<file path="src/rtl/oka_pkg.sv">
// rtl/oka_pkg.sv - shared types and helpers for the Karatsuba carry-less multiplier
//
// Purpose: FSM state encoding and the carry-less product width helper.
// Ports:   none (package).
package oka_pkg;

   typedef enum logic [2:0] {
      IDLE = 3'd0,
      LO   = 3'd1,
      MID  = 3'd2,
      HI   = 3'd3,
      RED  = 3'd4,
      DONE = 3'd5
   } state_t;

   // An n x n carry-less product has degree at most 2n-2.
   function automatic int clmul_width(input int n);
      return 2 * n - 1;
   endfunction

endpackage

</file>
<file path="src/rtl/clmul_comb.sv">
// rtl/clmul_comb.sv - combinational N x N carry-less multiplier core
//
// Purpose: z = a * b over GF(2)[x], bit i = coefficient of x^i.
// Ports:
//   a  in  N               operand a
//   b  in  N               operand b
//   z  out clmul_width(N)  product
module clmul_comb
   import oka_pkg::*;
#(
   parameter int N = 16
) (
   input  logic [N-1:0]              a,
   input  logic [N-1:0]              b,
   output logic [clmul_width(N)-1:0] z
);

   always_comb begin
      z = '0;
      for (int i = 0; i < N; i++) begin
         if (b[i]) begin
            z = z ^ ({{(N-1){1'b0}}, a} << i);
         end
      end
   end

endmodule

</file>
<file path="src/rtl/oka_clmul_seq.sv">
// rtl/oka_clmul_seq.sv - sequential one-level Karatsuba carry-less multiplier with optional reduction
//
// Purpose: one shared H x H core computes z0, z1, z2 over three cycles; the
//          product is optionally reduced modulo x^W + in_poly.
// Ports:
//   clk        in   1      clock, rising edge
//   rst        in   1      synchronous reset, active-high
//   in_valid   in   1      operand strobe
//   in_ready   out  1      high only in IDLE
//   in_a       in   W      operand a
//   in_b       in   W      operand b
//   in_mode    in   1      0: full product, 1: reduce mod x^W + in_poly
//   in_poly    in   W      low coefficients of the monic modulus
//   out_valid  out  1      result strobe, high only in DONE
//   out_ready  in   1      downstream accepts
//   out_y      out  2W-1   product or remainder
module oka_clmul_seq
   import oka_pkg::*;
#(
   parameter  int W = 32,
   localparam int H = W / 2
) (
   input  logic           clk,
   input  logic           rst,
   input  logic           in_valid,
   output logic           in_ready,
   input  logic [W-1:0]   in_a,
   input  logic [W-1:0]   in_b,
   input  logic           in_mode,
   input  logic [W-1:0]   in_poly,
   output logic           out_valid,
   input  logic           out_ready,
   output logic [2*W-2:0] out_y
);

   state_t         state;
   state_t         state_nxt;
   logic [W-1:0]   a_q;
   logic [W-1:0]   b_q;
   logic [W-1:0]   poly_q;
   logic           mode_q;
   logic [2*W-2:0] acc;
   logic [2*H-2:0] mid;
   logic [H-1:0]   op_a;
   logic [H-1:0]   op_b;
   logic [2*H-2:0] z;
   logic [2*H-2:0] mid_term;
   logic [2*W-2:0] hi_acc;

   // Fold the top W-1 coefficients back into the low W using x^W == poly.
   function automatic logic [2*W-2:0] fold(input logic [2*W-2:0] p,
                                           input logic [W-1:0]   poly);
      logic [2*W-2:0] r;
      r = p;
      for (int k = 2*W-2; k >= W; k--) begin
         if (r[k]) begin
            r    = r ^ ({{(W-1){1'b0}}, poly} << (k - W));
            r[k] = 1'b0;
         end
      end
      return r;
   endfunction

   clmul_comb #(.N(H)) u_core (
      .a (op_a),
      .b (op_b),
      .z (z)
   );

   // In HI, acc still holds z0 and z carries z2; overlap-free recombination.
   assign mid_term = mid ^ acc[2*H-2:0] ^ z;
   assign hi_acc   = acc ^ ({{W{1'b0}}, mid_term} << H) ^ ({{W{1'b0}}, z} << W);
   assign out_y    = acc;

   always_ff @(posedge clk) begin
      if (rst) begin
         state <= IDLE;
      end else begin
         state <= state_nxt;
      end
   end

   always_comb begin
      state_nxt = state;
      case (state)
         IDLE:    if (in_valid) state_nxt = LO;
         LO:      state_nxt = MID;
         MID:     state_nxt = HI;
         HI:      state_nxt = mode_q ? RED : DONE;
         RED:     state_nxt = DONE;
         DONE:    if (out_ready) state_nxt = IDLE;
         default: state_nxt = IDLE;
      endcase
   end

   always_comb begin
      in_ready  = (state == IDLE);
      out_valid = (state == DONE);
      op_a      = a_q[H-1:0];
      op_b      = b_q[H-1:0];
      case (state)
         MID: begin
            op_a = a_q[H-1:0] ^ a_q[W-1:H];
            op_b = b_q[H-1:0] ^ b_q[W-1:H];
         end
         HI: begin
            op_a = a_q[W-1:H];
            op_b = b_q[W-1:H];
         end
         default: ;
      endcase
   end

   always_ff @(posedge clk) begin
      if (rst) begin
         a_q    <= '0;
         b_q    <= '0;
         poly_q <= '0;
         mode_q <= 1'b0;
         acc    <= '0;
         mid    <= '0;
      end else begin
         case (state)
            IDLE: begin
               if (in_valid) begin
                  a_q    <= in_a;
                  b_q    <= in_b;
                  poly_q <= in_poly;
                  mode_q <= in_mode;
               end
            end
            LO:      acc <= {{W{1'b0}}, z};
            MID:     mid <= z;
            HI:      acc <= hi_acc;
            RED:     acc <= fold(acc, poly_q);
            default: ;
         endcase
      end
   end

endmodule

</file>
<file path="config.mk">
export PLATFORM = sky130hd
export DESIGN_NAME = oka_clmul_seq
export DESIGN_NICKNAME = d
export VERILOG_FILES = /design/src/rtl/oka_pkg.sv /design/src/rtl/clmul_comb.sv /design/src/rtl/oka_clmul_seq.sv
export SDC_FILE = /design/constraint.sdc
export NUM_CORES = 2
export LEC_CHECK = 0
export ABC_AREA = 1
export BUFFER_PORTS_ARGS = -buffer_cell sky130_fd_sc_hd__buf_2
export CAP_MARGIN = 5
export CORE_ASPECT_RATIO = 0.9
export CORE_MARGIN = 3
export CORE_UTILIZATION = 50
export DETAILED_ROUTE_END_ITERATION = 6
export GPL_ROUTABILITY_DRIVEN = 0
export PLACE_DENSITY = 0.66
export SLEW_MARGIN = 10
export SYNTH_ARGS = -nofsm -noshare
export SYNTH_HDL_FRONTEND = slang
export SYNTH_SLANG_ARGS = --single-unit
</file>
<file path="constraint.sdc">
create_clock -name clk -period 9.1 [get_ports clk]
set_input_delay 1.365 -clock clk [delete_from_list [all_inputs] [get_ports clk]]
set_output_delay 1.365 -clock clk [all_outputs]
set_load 0.01 [all_outputs]
</file>
==> results.cfg <==
[sta]
tightest_slew_ns = 1.06
rsz0062_at_grt = true
min_period_ns = 9.51
hold_viol = 0
hold_slack_ns = 0.462
max_slew_margin = 0.290
finalSetupViolCount = 32
fin_skew_ns = 0.0174
fin_ws_ns = -0.411
tns_ns = -10.67
timing.fmax_ghz = 0.105
period_share = 1.05
final_max_slew_viol_count = 0

[pwr]
switching_power_uw = 8230
seqPwrFrac = 0.077
netSwitchingFraction = 0.557
total_power_uw = 14800
pwr-share-clk = 0.051
internal_power_uw = 6540
irDropWorstVdd_uv = 589
powerDensity_nw_per_um2 = 425
power_frac_comb = 0.871
power.leakage_uw = 0.0138

[synthesis]
synth_top_area_share = 0.173
synth_area_leaders = nand2_1 (17%), xnor2_1 (17%), dfxtp_1 (13%), xor2_1 (12%), nand3_1 (5.8%)
synth_cell_types = 51
syn_inst = 4912
synth_edf_count = 0
synth_seq_cells = 194
ys_async_sr_fraction = 0
postSynthAreaPerCell_um2 = 6.06
yosysSeqAreaShare = 0.131
yosysWarnings = 0
yosys_most_used_dff = dfxtp_1
syn-num-nets = 5013
syn_area_um2 = 29700
synth_top_area_cell = nand2_1

[critical_path]
cpPeakStageDelay_ns = 0.38
cp_slowest_cell = dfxtp_4
crit_path_end_kind = flop
cp_data_required_time_ns = 9.47
worstSetupPathType = flop to flop
path_max_fanout = 8
critPathMostFrequentCell = nand2_4
cp.arrival_ns = 9.88
start_kind = flop

[layout]
fin_cells = 5882
final-seq-area_um2 = 3900
multi_input_area_um2 = 23800
nets = 5196
finalInstanceArea_um2 = 34700
area_growth_pct = 16.8
num-fill-cells = 5573
drive_gt1_frac = 0.197

[global_routing]
grt-ovfl-total = 0
grt_use_total = 0.322
grt_pass1_wl_mm = 162
antenna_found_initial = 2
grt_use_met1 = 0.464
gr-usage-met3 = 0.0424
use_met2 = 0.509
grt_pass1_vias = 27900
grt_max_degree = 79
grt-busiest-layer = met2

[placed_design]
portBuffers = 165
place_area_um2 = 31700
dp.cells = 5772
place_hpwl_mm = 75.3

[clock_network]
cts_root_buf = clkbuf_16
clkSlewWorstSetupHoldPaths_ns = 0.09
cts_buffer_depth = 2
cts_buffers = 17
clock_latency_ns = 0.47
h-tree-depth = 4
cts_tree = built
cts_sinks = 194

[drt]
vias = 31500
remaining_drc_errors = 0
wl_per_cell_um = 18.0
routed_wl_mm = 106
first_pass_iters = 6
drt-vias-per-instance = 5.36
drt_iter0_markers = 3269
ant_nets = 0

[status]
status = finished, violations left
failed_checks = negative setup slack

[run]
maxCapViolCount = 0

[die]
start_util = 0.507
coreArea_um2 = 58600
die_h_um = 237
die_w_um = 263
num_rows = 84
fp.dieArea_um2 = 62500
boundaryPins = 166

[worst_hold_path]
hold_path_class = flop to flop
-- worst paths after layout --
check,cells past startpoint,slack [ns],to,start
setup / recovery,85,-0.41,out_y[23],out_y[62]
hold / removal,2,0.46,mode_q,mode_q
setup reg to reg,85,-0.41,out_y[23],out_y[62]
hold reg to reg,2,0.46,mode_q,mode_q
-- critical path, delay by kind of cell, from the launching register on --
| kind | cells | cell delay (ns) |
|---|---|---|
| AO/OA/AOI/OAI | 1 | 0.07 |
| XOR/XNOR | 5 | 0.90 |
| buffers and inverters | 18 | 1.85 |
| flip-flops | 1 | 0.38 |
| AND/OR/NAND/NOR | 61 | 6.14 |
-- Yosys cell counts, drive strengths merged (3+ instances only) --
cell	number
nor3	4
nand3	385
inv	438
nor2	477
xnor2	588
a211oi	6
dfxtp	194
clkinv	14
o21bai	6
nand3b	4
nand2	1472
a21oi	227
a31oi	3
or2	16
buf	169
nand4	6
o21a	7
o21ai	291
xor2	424
clkbuf	163
o211ai	11
-- cell type report --
type | count | area share
repair buffers | 496 | 0.111
clock buffers | 18 | 0.0124
clock inverters | 13 | 0.00335
flip-flops and latches | 194 | 0.112
multi-input cells | 3934 | 0.684
well taps | 774 | 0.0279
diodes | 1 | 0.0000720
inverters | 452 | 0.0498
-- metrics by stage --
step                worst slack (ns)   util
global route                   -1.01  0.592
CTS                          -0.0143  0.573
finish                        -0.411  0.592
detailed placement            -0.366  0.540
floorplan                      0.684      -
global placement              -0.131  0.540
-- repair_timing --
action / CTS / global route
endpoints found under the setup margin: 32 / 32
gates resized for setup: 199 / 232
setup buffers: 51 / 22
pin swaps: 84 / 87
gates cloned: 6 / 0
hold buffers: 0 / 0
-- cell usage in the layout, fill, tap and decap left out, types with 16 or more instances in the layout --
master	Yosys	layout
a21oi_1	227	214
buf_12	0	16
buf_2	39	165
buf_4	62	254
buf_6	35	51
clkbuf_16	0	17
dfxtp_1	194	187
inv_1	414	394
inv_2	23	34
nand2_1	1375	1277
nand2_2	68	119
nand2_4	21	63
nand3_1	344	291
nand3_2	27	56
nand3_4	14	38
nor2_1	454	424
nor2_2	12	24
nor2_4	7	25
o21ai_0	255	252
o21ai_1	34	26
or2_2	16	16
xnor2_1	585	567
xnor2_2	2	18
xor2_1	421	409
-- power by group through the flow --
stage	clock network, uW	logic, uW	registers, uW
floorplan	0	8190	1090
global route	789	14000	1150
global placement	0	10200	1150
finish	757	12900	1140
detailed placement	0	10300	1150
CTS	758	12000	1130
-- state kept, by name, summed over array words and instances (netlist names) --
signal,cells
out_y,63
state,3
mode_q,1
a_q,32
b_q,32
mid,31
poly_q,32
-- per-layer routing --
metal,vias to the layer above,share of wire
li1,15400,-
met1,14600,0.44
met2,1349,0.44
met3,162,0.088
met4,2,0.026
met5,-,0.00012
-- cell families (layout without fill, tap and decap cells) --
kind of cell              after synthesis  after routing  share of synthesized area
AOI/OAI and AO/OA                     554            554                     0.0965
xor gates and xnor gates             1012           1012                      0.301
buffers and inverters                 786            979                      0.124
DFF                                   194            194                      0.131
other                                   0              1                          0
and+or+nand+nor                      2366           2368                      0.348
No activity file was read; power rests on OpenSTA's default activity.
